**src/rtl/arm9_shift_pkg.sv**
```systemverilog
// Shared encodings for the operand-2 shift path: controller states,
// request modes, shift-op codes and request decoding.
package arm9_shift_pkg;

  // Controller states (3-bit encoding)
  typedef logic [2:0] state_t;
  localparam logic [2:0] ST_IDLE    = 3'd0;
  localparam logic [2:0] ST_EXEC    = 3'd1;
  localparam logic [2:0] ST_RS_REQ  = 3'd2;
  localparam logic [2:0] ST_RS_DATA = 3'd3;
  localparam logic [2:0] ST_VALID   = 3'd4;

  // Operand-2 request forms; code 2'b11 falls back to immediate shift
  localparam logic [1:0] MODE_IMM    = 2'b00;
  localparam logic [1:0] MODE_REG    = 2'b01;
  localparam logic [1:0] MODE_ROTIMM = 2'b10;

  // Shift operations (low two bits of the shifter type)
  localparam logic [1:0] LSL = 2'b00;
  localparam logic [1:0] LSR = 2'b01;
  localparam logic [1:0] ASR = 2'b10;
  localparam logic [1:0] ROR = 2'b11;

  // Decoded request as latched on accept
  typedef struct packed {
    logic [31:0] op;
    logic [7:0]  amount;
    logic [2:0]  typ;
    logic        is_reg;
  } shift_req_t;

  // Turn decode fields into shifter operands. type[2]=1 selects the
  // immediate-shift reading of amount 0 (LSR/ASR #32, ROR -> RRX);
  // type[2]=0 is the register-shift reading, also used for rotated
  // immediates so that rot=0 passes the operand and the C flag through.
  function automatic shift_req_t decode_req(
    input logic [1:0]  mode,
    input logic [1:0]  shift_op,
    input logic [31:0] op,
    input logic [4:0]  imm_amt
  );
    shift_req_t r;
    r.op     = op;
    r.amount = {3'b000, imm_amt};
    r.typ    = {1'b1, shift_op};
    r.is_reg = 1'b0;
    case (mode)
      MODE_REG: begin
        r.amount = 8'd0;
        r.typ    = {1'b0, shift_op};
        r.is_reg = 1'b1;
      end
      MODE_ROTIMM: begin
        r.op     = {24'd0, op[7:0]};
        r.amount = {3'b000, imm_amt[3:0], 1'b0};
        r.typ    = {1'b0, ROR};
      end
      default: ;
    endcase
    return r;
  endfunction

endpackage

```
**src/rtl/shift_ctrl.sv**
```systemverilog
// Operand-2 shift controller: accepts one decoded request per handshake,
// fetches Rs over the shared register-file port for register shifts,
// drives the barrel shifter and holds the registered result for the ALU.
module shift_ctrl
  import arm9_shift_pkg::*;
#(
  parameter int RS_ADDR_W = 4,
  parameter int AMT_W     = 8
)
(
  input  logic                 clk,
  input  logic                 reset,
  input  logic                 id_valid,
  output logic                 id_ready,
  input  logic [1:0]           id_mode,
  input  logic [1:0]           id_shift_op,
  input  logic [31:0]          id_op,
  input  logic [4:0]           id_imm_amt,
  input  logic [RS_ADDR_W-1:0] id_rs_addr,
  input  logic                 cpsr_c,
  input  logic                 flush,
  output logic                 rs_rd_req,
  output logic [RS_ADDR_W-1:0] rs_rd_addr,
  input  logic                 rs_rd_gnt,
  input  logic [31:0]          rs_rd_data,
  output logic [31:0]          sh_op1,
  output logic [AMT_W-1:0]     sh_amount,
  output logic [2:0]           sh_type,
  output logic                 sh_c,
  input  logic [31:0]          sh_result,
  input  logic                 sh_c_out,
  output logic                 ex_valid,
  input  logic                 ex_ready,
  output logic [31:0]          ex_op2,
  output logic                 ex_shc,
  output logic                 busy
);

  state_t                 r_state;
  state_t                 w_state_next;
  logic [31:0]            r_op;
  logic [AMT_W-1:0]       r_amount;
  logic [2:0]             r_type;
  logic [RS_ADDR_W-1:0]   r_rs_addr;
  logic [31:0]            r_ex_op2;
  logic                   r_ex_shc;

  shift_req_t             w_req;
  logic                   w_in_idle;
  logic                   w_in_valid;
  logic                   w_accept;
  logic                   w_capture;
  logic                   w_unused_rs_hi;

  assign w_in_idle  = (r_state == ST_IDLE);
  assign w_in_valid = (r_state == ST_VALID);

  // A new request may enter when empty or when the held result leaves
  // this cycle; a flush cycle never accepts.
  assign id_ready = ~flush & (w_in_idle | (w_in_valid & ex_ready));
  assign w_accept = id_valid & id_ready;
  assign w_req    = decode_req(id_mode, id_shift_op, id_op, id_imm_amt);

  // Shifter output is captured in the cycle the shifter is being driven
  assign w_capture = ~flush & ((r_state == ST_EXEC) | (r_state == ST_RS_DATA));

  // Only the low AMT_W bits of Rs form the shift amount
  assign w_unused_rs_hi = ^rs_rd_data[31:AMT_W];

  // Next-state selection; flush returns to IDLE from anywhere
  always_comb begin
    w_state_next = r_state;
    case (r_state)
      ST_IDLE: begin
        if (w_accept) begin
          w_state_next = w_req.is_reg ? ST_RS_REQ : ST_EXEC;
        end
      end
      ST_EXEC: begin
        w_state_next = ST_VALID;
      end
      ST_RS_REQ: begin
        if (rs_rd_gnt) begin
          w_state_next = ST_RS_DATA;
        end
      end
      ST_RS_DATA: begin
        w_state_next = ST_VALID;
      end
      ST_VALID: begin
        if (ex_ready) begin
          if (w_accept) begin
            w_state_next = w_req.is_reg ? ST_RS_REQ : ST_EXEC;
          end else begin
            w_state_next = ST_IDLE;
          end
        end
      end
      default: begin
        w_state_next = ST_IDLE;
      end
    endcase
    if (flush) begin
      w_state_next = ST_IDLE;
    end
  end

  // State register
  always_ff @(posedge clk) begin
    if (reset) begin
      r_state <= ST_IDLE;
    end else begin
      r_state <= w_state_next;
    end
  end

  // Latch the decoded request operands on accept
  always_ff @(posedge clk) begin
    if (reset) begin
      r_op      <= '0;
      r_amount  <= '0;
      r_type    <= '0;
      r_rs_addr <= '0;
    end else if (w_accept) begin
      r_op      <= w_req.op;
      r_amount  <= AMT_W'(w_req.amount);
      r_type    <= w_req.typ;
      r_rs_addr <= id_rs_addr;
    end
  end

  // Capture the shifter result; held unchanged while waiting on ex_ready
  always_ff @(posedge clk) begin
    if (reset) begin
      r_ex_op2 <= '0;
      r_ex_shc <= 1'b0;
    end else if (w_capture) begin
      r_ex_op2 <= sh_result;
      r_ex_shc <= sh_c_out;
    end
  end

  // Register-file read port
  assign rs_rd_req  = (r_state == ST_RS_REQ);
  assign rs_rd_addr = r_rs_addr;

  // Shifter drive: register-shift amount comes straight from the read data
  assign sh_op1    = r_op;
  assign sh_amount = (r_state == ST_RS_DATA) ? rs_rd_data[AMT_W-1:0] : r_amount;
  assign sh_type   = r_type;
  assign sh_c      = cpsr_c;

  // ALU-side handshake
  assign ex_valid = w_in_valid;
  assign ex_op2   = r_ex_op2;
  assign ex_shc   = r_ex_shc;
  assign busy     = ~w_in_idle;

endmodule

```
**config.mk**
```make
export PLATFORM = sky130hd
export DESIGN_NAME = shift_ctrl
export DESIGN_NICKNAME = d
export VERILOG_FILES = /design/src/rtl/arm9_shift_pkg.sv /design/src/rtl/shift_ctrl.sv
export SDC_FILE = /design/constraint.sdc
export NUM_CORES = 1
export LEC_CHECK = 0
export ABC_CLOCK_PERIOD_IN_PS = 1530
export CORE_AREA = 2 2 121 88
export DETAILED_ROUTE_END_ITERATION = 8
export DIE_AREA = 0 0 123 90
export PLACE_DENSITY = 0.77
export SKIP_LAST_GASP = 1
export SLEW_MARGIN = 25
export SYNTH_ARGS = -nofsm -noshare
export SYNTH_HDL_FRONTEND = slang
export SYNTH_SLANG_ARGS = --single-unit
```
**constraint.sdc**
```tcl
create_clock -name clk -period 1.53 [get_ports clk]
set_input_delay 0.153 -clock clk [delete_from_list [all_inputs] [get_ports clk]]
set_output_delay 0.153 -clock clk [all_outputs]
set_load 0.03 [all_outputs]
```
==> metrics.txt, run 1 <==
# TYPE chip_impl_metric gauge
chip_impl_metric{name="p_int",unit="mW"} 4.27
chip_impl_metric{name="global_route.overflow_total",unit=""} 0
chip_impl_metric{name="synthesized_netlist_net_count",unit=""} 512
chip_impl_metric{name="synth_sequential_area_ratio",unit="%"} 48.4
chip_impl_metric{name="setup_violations_final",unit=""} 38
chip_impl_metric{name="finalNonFillerCells",unit=""} 711
chip_impl_metric{name="ys_warn_count",unit=""} 0
chip_impl_metric{name="drt_iter0_markers",unit=""} 196
chip_impl_metric{name="grt_first_pass_wirelength",unit="mm"} 17.7
chip_impl_metric{name="placed_cell_count",unit=""} 679
chip_impl_metric{name="power.ir.vdd_worst",unit="V"} 0.000533
chip_impl_metric{name="totalWireLength",unit="mm"} 12.4
chip_impl_info{name="synth_top_cells_by_count",value="sky130_fd_sc_hd__dfxtp_1, sky130_fd_sc_hd__a21oi_1, sky130_fd_sc_hd__nand2_1, sky130_fd_sc_hd__o21ai_0, sky130_fd_sc_hd__nand4b_1"} 1
chip_impl_metric{name="slew_headroom",unit="%"} 52.3
chip_impl_metric{name="number_of_buffers_on_the_longest_clock_path",unit=""} 2
chip_impl_metric{name="detail_route.vias_per_cell",unit=""} 5.18
chip_impl_metric{name="timing.final.crit_share",unit="%"} 106
chip_impl_metric{name="first_global_vias",unit=""} 3602
chip_impl_metric{name="grt_util_all_layers",unit="%"} 20.3
chip_impl_metric{name="fin_crit",unit="ps"} 1620
chip_impl_metric{name="worst-endpoint-arrival",unit="ps"} 1470
chip_impl_metric{name="switching_power",unit="mW"} 1.32
chip_impl_metric{name="cts_buf_count",unit=""} 9
chip_impl_info{name="grt_setup_unrepaired",value="yes"} 1
chip_impl_metric{name="cellPowerDensity",unit="nW/um^2"} 892
chip_impl_metric{name="synthesis_to_layout_area_growth",unit="%"} 89.5
chip_impl_metric{name="netlist_area",unit="um^2"} 3310
chip_impl_metric{name="drt-pass1-iter-count",unit=""} 4
chip_impl_info{name="worstReg2RegStart",value="r_state[0]"} 1
chip_impl_metric{name="grt_max_degree",unit=""} 43
chip_impl_metric{name="chipHeight",unit="um"} 90
chip_impl_info{name="crit_path_start_kind",value="flip-flop"} 1
chip_impl_metric{name="synth_edf_count",unit=""} 0
chip_impl_metric{name="wire_per_inst",unit="um"} 17.5
chip_impl_metric{name="clk-insertion-delay-late",unit="ps"} 330
chip_impl_metric{name="antenna_violations_before_repair",unit=""} 0
chip_impl_metric{name="gp_routability_congestion",unit=""} 0.757
chip_impl_metric{name="h-tree-depth",unit=""} 3
chip_impl_metric{name="place.port_buffers",unit=""} 175
chip_impl_metric{name="timing.setup.tns",unit="ps"} -1220
chip_impl_metric{name="fillCellCount",unit=""} 836
chip_impl_metric{name="power.share.combinational",unit="%"} 17.5
chip_impl_metric{name="hold_viol",unit=""} 0
chip_impl_metric{name="timing.max_cap.violations",unit=""} 0
chip_impl_metric{name="clock_power_share",unit="%"} 43.3
chip_impl_metric{name="dr_total_vias",unit=""} 3682
chip_impl_metric{name="placeableCoreArea",unit="um^2"} 10000
chip_impl_metric{name="cts_num_sinks",unit=""} 80
chip_impl_info{name="failed_checks",value="setup timing"} 1
chip_impl_metric{name="power",unit="mW"} 5.60
chip_impl_metric{name="gate_count_after_technology_mapping",unit=""} 393
chip_impl_metric{name="pin_count",unit=""} 202
chip_impl_metric{name="dp_hpwl",unit="mm"} 7.68
chip_impl_info{name="predominant_post_synthesis_flop_cell",value="sky130_fd_sc_hd__dfxtp_1"} 1
chip_impl_metric{name="r2r_cell_count",unit=""} 4
chip_impl_metric{name="synthDominantCellAreaShare",unit="%"} 48.4
chip_impl_info{name="cp-end-kind",value="primary output"} 1
chip_impl_metric{name="p_leak",unit="nW"} 2.83
chip_impl_metric{name="dieArea",unit="um^2"} 11100
chip_impl_metric{name="slew_violations",unit=""} 0
chip_impl_info{name="hold_end",value="sh_c"} 1
chip_impl_metric{name="floorplan.initialDensity",unit="%"} 33.1
chip_impl_info{name="startpoint",value="r_state[0]"} 1
chip_impl_metric{name="seq_power_share",unit="%"} 39.1
chip_impl_metric{name="clkSlewWorstSetupHoldPaths",unit="ps"} 60
chip_impl_info{name="min_from",value="cpsr_c"} 1
chip_impl_metric{name="cell_depth_of_the_worst_hold_path",unit=""} 0
chip_impl_metric{name="die_x",unit="um"} 123
chip_impl_info{name="cts_tree",value="built"} 1
chip_impl_metric{name="drive_above_1_share",unit="%"} 20.6
chip_impl_metric{name="placementRows",unit=""} 31
chip_impl_metric{name="drtAntennaViolNets",unit=""} 0
chip_impl_info{name="largest_cells_by_area_after_synthesis",value="sky130_fd_sc_hd__dfxtp_1, sky130_fd_sc_hd__a21oi_1, sky130_fd_sc_hd__nand2_1, sky130_fd_sc_hd__nand4b_1, sky130_fd_sc_hd__o21ai_0"} 1
chip_impl_metric{name="critical_path_required_time",unit="ps"} 1380
chip_impl_metric{name="critical_path.max_fanout",unit=""} 5
chip_impl_metric{name="synth_async_sr_flop_share",unit="%"} 0
chip_impl_info{name="most_frequent_cell_after_synthesis",value="sky130_fd_sc_hd__dfxtp_1"} 1
chip_impl_metric{name="postLayoutCoreUtil",unit="%"} 62.7
chip_impl_metric{name="count_of_cell_types_in_the_netlist",unit=""} 32
chip_impl_metric{name="setup.reg_to_reg.worst_slack",unit="ps"} -60
chip_impl_metric{name="antenna_cells",unit=""} 0
chip_impl_metric{name="clock-skew-final",unit="ps"} 3.78
chip_impl_metric{name="max_freq",unit="MHz"} 618
chip_impl_metric{name="power.switching_fraction",unit="%"} 23.7
chip_impl_metric{name="nNetsFinal",unit=""} 694
chip_impl_info{name="synth_largest_area_cell",value="sky130_fd_sc_hd__dfxtp_1"} 1
chip_impl_info{name="outcome",value="finished, violations left"} 1
chip_impl_metric{name="worst-slew-pin-transition",unit="ps"} 715
chip_impl_metric{name="postSynthRegisterBits",unit=""} 80
chip_impl_info{name="holdCritPathClass",value="in2out"} 1
chip_impl_info{name="ctsRootBufferMaster",value="sky130_fd_sc_hd__clkbuf_16"} 1
chip_impl_metric{name="route.detailed.drc",unit=""} 0
chip_impl_info{name="worstReg2RegEnd",value="sh_op1[23]"} 1
chip_impl_metric{name="layout_setup_ws",unit="ps"} -88.7
chip_impl_info{name="criticalPathCategory",value="reg2out"} 1
chip_impl_metric{name="avgSynthCellArea",unit="um^2"} 8.42
[metrics by stage]
| step | hold WS, ps | instance area [um^2] | worst slack [ps] |
|---|---|---|---|
| after global routing | 306 | 6270 | -123 |
| after floorplan | 289 | 3320 | 69.3 |
| final | 306 | 6270 | -88.7 |
| after detailed placement | 306 | 5290 | -292 |
| after CTS | 306 | 5790 | -97.1 |
| after global placement | 306 | 5290 | -291 |
[worst max-delay path by stage]
stage | to | slack (ps) | depth (start not counted)
after floorplan | sh_op1[6] | 70 | 5
after global placement | r_state[0] | -290 | 5
after detailed placement | sh_op1[20] | -290 | 5
after CTS | sh_amount[2] | -100 | 4
after global routing | sh_amount[3] | -120 | 4
final | sh_amount[0] | -90 | 4
[metal layers]
layer | vias to the layer above | track usage [%] | routed length (um)
li1 | 1766 | - | -
met2 | 153 | 33.0 | 5950
met5 | - | 0 | 0
met3 | 14 | 4.82 | 870
met4 | 0 | 7.10 | 177
met1 | 1749 | 26.2 | 5440
[power groups by stage]
| stage | clock, mW | combinational, mW | sequential (mW) |
|---|---|---|---|
| floorplan | 0 | 0.264 | 2.34 |
| global placement | 0 | 0.810 | 2.23 |
| detailed placement | 0 | 0.822 | 2.23 |
| CTS | 2.47 | 0.863 | 2.19 |
| global route | 2.56 | 1.03 | 2.20 |
| finish | 2.43 | 0.981 | 2.19 |
[cells in the final DEF, fill, tap and decap left out, drive strengths merged, types with 2 or more instances in the layout]
cell	n
a211oi	4
a21oi	78
a22oi	4
and3	3
buf	44
bufinv	3
clkbuf	17
clkdlybuf4s50	124
dfxtp	80
dlygate4sd2	3
dlymetal6s2s	35
ha	2
inv	3
mux2	5
nand2	67
nand3	13
nand4b	24
nor2	4
nor2b	4
nor3	5
nor3b	2
nor4	3
o21ai	41
[registers in the layout (all words and copies together), names as in the netlist]
signal,count
ex_op2,32
sh_op1,32
r_amount,5
rs_rd_addr,4
r_state,3
sh_type,3
ex_shc,1
[cells by family after synthesis]
logic type	after synthesis	share of synthesized area, %
flops	80	48.4
mux	5	1.70
fa+ha+maj	2	0.756
compound gates	129	20.4
buf+inv	45	7.10
simple gates	132	21.7
[timing repair]
action	CTS	global route
gates resized for setup	23	125
endpoints found under the setup margin	74	106
hold buffers	0	0
setup buffers	4	1
cloned	3	9
pin swaps	3	36
[area by class of cell]
| type | instances | area (um^2) | area share, % |
|---|---|---|---|
| repair buffers | 213 | 2460 | 39.2 |
| clock inverters | 5 | 106 | 1.69 |
| clock buffers | 10 | 229 | 3.65 |
| flip-flops and latches | 80 | 1610 | 25.7 |
| well taps | 132 | 165 | 2.63 |
| inverters | 3 | 11.3 | 0.179 |
| multi-input cells | 268 | 1690 | 26.9 |
[worst max-delay path, cell delays in order (launching register included)]
cell and delay (ps):
sky130_fd_sc_hd__dfxtp_4 360, sky130_fd_sc_hd__nor2b_4 140, sky130_fd_sc_hd__nand2_4 120, sky130_fd_sc_hd__mux2_2 380, sky130_fd_sc_hd__buf_12 140
No activity file was read; power rests on OpenSTA's default activity.
==> run 2: changes to the inputs <==
--- a/config.mk
+++ b/config.mk
@@ -5,11 +5,11 @@
 export SDC_FILE = /design/constraint.sdc
 export NUM_CORES = 1
 export LEC_CHECK = 0
-export ABC_CLOCK_PERIOD_IN_PS = 1530
-export CORE_AREA = 2 2 121 88
+export ABC_CLOCK_PERIOD_IN_PS = 1870
+export CORE_AREA = 2 2 112 82
 export DETAILED_ROUTE_END_ITERATION = 8
-export DIE_AREA = 0 0 123 90
-export PLACE_DENSITY = 0.77
+export DIE_AREA = 0 0 114 84
+export PLACE_DENSITY = 0.84
 export SKIP_LAST_GASP = 1
 export SLEW_MARGIN = 25
 export SYNTH_ARGS = -nofsm -noshare
==> constraint.sdc (replaced) <==
create_clock -name clk -period 1.87 [get_ports clk]
set_input_delay 0.187 -clock clk [delete_from_list [all_inputs] [get_ports clk]]
set_output_delay 0.187 -clock clk [all_outputs]
set_load 0.05 [all_outputs]
==> run 2 against run 1 <==
Against the previous run: the run now ends clean; largest power group unchanged; die area fell by 13%; worst setup slack improved by 150 ps; final area fell by 10%; via count fell by 4.8%; core utilization rose by 2.5 points.
==> metrics.txt, run 2 (synthesis gave the netlist of run 1 again) <==
# TYPE chip_impl_metric gauge
chip_impl_metric{name="max_freq",unit="MHz"} 552
chip_impl_metric{name="worst-slew-pin-transition",unit="ps"} 537
chip_impl_metric{name="hold_viol",unit=""} 0
chip_impl_metric{name="place.port_buffers",unit=""} 175
chip_impl_metric{name="cell_depth_of_the_worst_hold_path",unit=""} 2
chip_impl_metric{name="slew_violations",unit=""} 0
chip_impl_info{name="ctsRootBufferMaster",value="sky130_fd_sc_hd__clkbuf_16"} 1
chip_impl_metric{name="synthesis_to_layout_area_growth",unit="%"} 70.1
chip_impl_metric{name="clk-insertion-delay-late",unit="ps"} 330
chip_impl_metric{name="pin_count",unit=""} 202
chip_impl_metric{name="dr_total_vias",unit=""} 3506
chip_impl_metric{name="setup_violations_final",unit=""} 0
chip_impl_metric{name="drive_above_1_share",unit="%"} 10.4
chip_impl_metric{name="detail_route.vias_per_cell",unit=""} 5.27
chip_impl_metric{name="grt_first_pass_wirelength",unit="mm"} 16.6
chip_impl_metric{name="fin_crit",unit="ps"} 1810
chip_impl_metric{name="chipHeight",unit="um"} 84
chip_impl_metric{name="dp_hpwl",unit="mm"} 7.38
chip_impl_info{name="layout_common_cells",value="sky130_fd_sc_hd__clkdlybuf4s50_1, sky130_fd_sc_hd__dfxtp_1, sky130_fd_sc_hd__a21oi_1"} 1
chip_impl_metric{name="antenna_violations_before_repair",unit=""} 0
chip_impl_info{name="layout_commonest_cell",value="sky130_fd_sc_hd__clkdlybuf4s50_1"} 1
chip_impl_metric{name="clock-skew-final",unit="ps"} 3.86
chip_impl_metric{name="cts_buf_count",unit=""} 9
chip_impl_metric{name="power.ir.vdd_worst",unit="V"} 0.000427
chip_impl_info{name="cts_tree",value="built"} 1
chip_impl_metric{name="buffers_inserted_by_post_cts_timing_repair",unit=""} 0
chip_impl_metric{name="drt-pass1-iter-count",unit=""} 6
chip_impl_metric{name="antenna_cells",unit=""} 0
chip_impl_metric{name="timing.final.crit_share",unit="%"} 96.8
chip_impl_metric{name="clkSlewWorstSetupHoldPaths",unit="ps"} 60
chip_impl_metric{name="floorplan.initialDensity",unit="%"} 38.3
chip_impl_metric{name="setup.reg_to_reg.worst_slack",unit="ps"} 280
chip_impl_metric{name="worst-endpoint-arrival",unit="ps"} 1620
chip_impl_info{name="outcome",value="completed"} 1
chip_impl_metric{name="finalNonFillerCells",unit=""} 665
chip_impl_metric{name="die_x",unit="um"} 114
chip_impl_metric{name="slew_headroom",unit="%"} 64.1
chip_impl_info{name="crit_path_start_kind",value="flip-flop"} 1
chip_impl_metric{name="dieArea",unit="um^2"} 9580
chip_impl_info{name="criticalPathCategory",value="reg2out"} 1
chip_impl_metric{name="first_global_vias",unit=""} 3359
chip_impl_metric{name="grt_max_degree",unit=""} 45
chip_impl_metric{name="route.detailed.drc",unit=""} 0
chip_impl_metric{name="nNetsFinal",unit=""} 672
chip_impl_metric{name="placeableCoreArea",unit="um^2"} 8640
chip_impl_metric{name="critical_path.max_fanout",unit=""} 12
chip_impl_metric{name="grt_util_all_layers",unit="%"} 21.7
chip_impl_info{name="cp-end-kind",value="primary output"} 1
chip_impl_metric{name="h-tree-depth",unit=""} 3
chip_impl_metric{name="gp_routability_congestion",unit=""} 0.801
chip_impl_metric{name="p_leak",unit="nW"} 1.97
chip_impl_metric{name="totalWireLength",unit="mm"} 10.6
chip_impl_metric{name="timing.max_cap.violations",unit=""} 0
chip_impl_metric{name="cellPowerDensity",unit="nW/um^2"} 811
chip_impl_metric{name="wire_per_inst",unit="um"} 15.9
chip_impl_metric{name="power",unit="mW"} 4.57
chip_impl_metric{name="fillCellCount",unit=""} 719
chip_impl_metric{name="drt_iter0_markers",unit=""} 206
chip_impl_metric{name="r2r_cell_count",unit=""} 4
chip_impl_metric{name="global_route.overflow_total",unit=""} 0
chip_impl_metric{name="placed_cell_count",unit=""} 650
chip_impl_metric{name="timing.setup.tns",unit="ps"} 0
chip_impl_metric{name="critical_path_required_time",unit="ps"} 1680
chip_impl_info{name="grt_setup_unrepaired",value="no"} 1
chip_impl_metric{name="number_of_buffers_on_the_longest_clock_path",unit=""} 2
chip_impl_metric{name="cts_num_sinks",unit=""} 80
chip_impl_metric{name="placementRows",unit=""} 29
chip_impl_info{name="holdCritPathClass",value="in2reg"} 1
chip_impl_metric{name="drtAntennaViolNets",unit=""} 0
==> run 2: changes by cell type in the layout (fill, tap and decap cells not counted), moves of 13 or more <==
| cell | previous run | this run |
|---|---|---|
| sky130_fd_sc_hd__o21ai_0 | 5 | 41 |
| sky130_fd_sc_hd__clkdlybuf4s50_1 | 124 | 162 |
| sky130_fd_sc_hd__o21ai_1 | 13 | 0 |
| sky130_fd_sc_hd__o21ai_2 | 23 | 0 |
| sky130_fd_sc_hd__dlymetal6s2s_1 | 35 | 0 |
==> run 2: timing repair <==
action / CTS / global route
resized for setup: 4 / 0
endpoints found under the setup margin: 5 / 0
hold buffers: 0 / 0
==> run 2: power by group <==
group / internal, mW / switching [mW] / leakage [nW]
Clock: 1.33 / 0.675 / 0.169
Sequential: 1.76 / 0.0283 / 0.650
Combinational: 0.368 / 0.401 / 1.15
==> run 2: worst max-delay path, stage by stage (launching register included) <==
cell and delay, ps:
sky130_fd_sc_hd__dfxtp_1 330, sky130_fd_sc_hd__buf_4 180, sky130_fd_sc_hd__nor2b_2 180, sky130_fd_sc_hd__buf_4 180
sky130_fd_sc_hd__nor4_2 180, sky130_fd_sc_hd__buf_4 250
==> run 2: layout make-up <==
| cell class | instances | area [um^2] | share of cell area [%] |
|---|---|---|---|
| timing repair buffer | 191 | 2040 | 36.2 |
| sequential | 80 | 1600 | 28.5 |
| multi-input combinational | 268 | 1500 | 26.7 |
| clock buffer | 10 | 239 | 4.24 |
| tap | 108 | 135 | 2.40 |
| clock inverter | 5 | 104 | 1.84 |
| inverter | 3 | 11.3 | 0.200 |
==> run 2: path summary, 6_finish.rpt <==
path	end	startpoint
min reg2reg	ex_op2[5]	ex_op2[5]
max reg2reg	r_amount[3]	r_state[0]
max	id_ready	r_state[2]
min	ex_op2[16]	reset
==> run 2: routing by layer <==
| layer | global-route usage (%) | up-vias | part of all wire, % |
|---|---|---|---|
| met2 | 35.9 | 129 | 49 |
| met4 | 9.87 | 0 | 2.6 |
| li1 | - | 1694 | - |
| met3 | 5.59 | 22 | 5.9 |
| met5 | 0 | - | 0 |
| met1 | 26.4 | 1661 | 43 |
==> run 2: per-stage QoR <==
stage | worst slack, ps | hold WS, ps | util [%] | cell area (um^2)
after floorplan | 78.5 | 323 | - | 3320
after global placement | 49.8 | 374 | 61.1 | 5280
after detailed placement | 30.9 | 374 | 61.1 | 5280
after CTS | 56.4 | 225 | 65.2 | 5630
after global routing | 13.5 | 244 | 65.2 | 5630
final | 59.0 | 236 | 65.2 | 5630
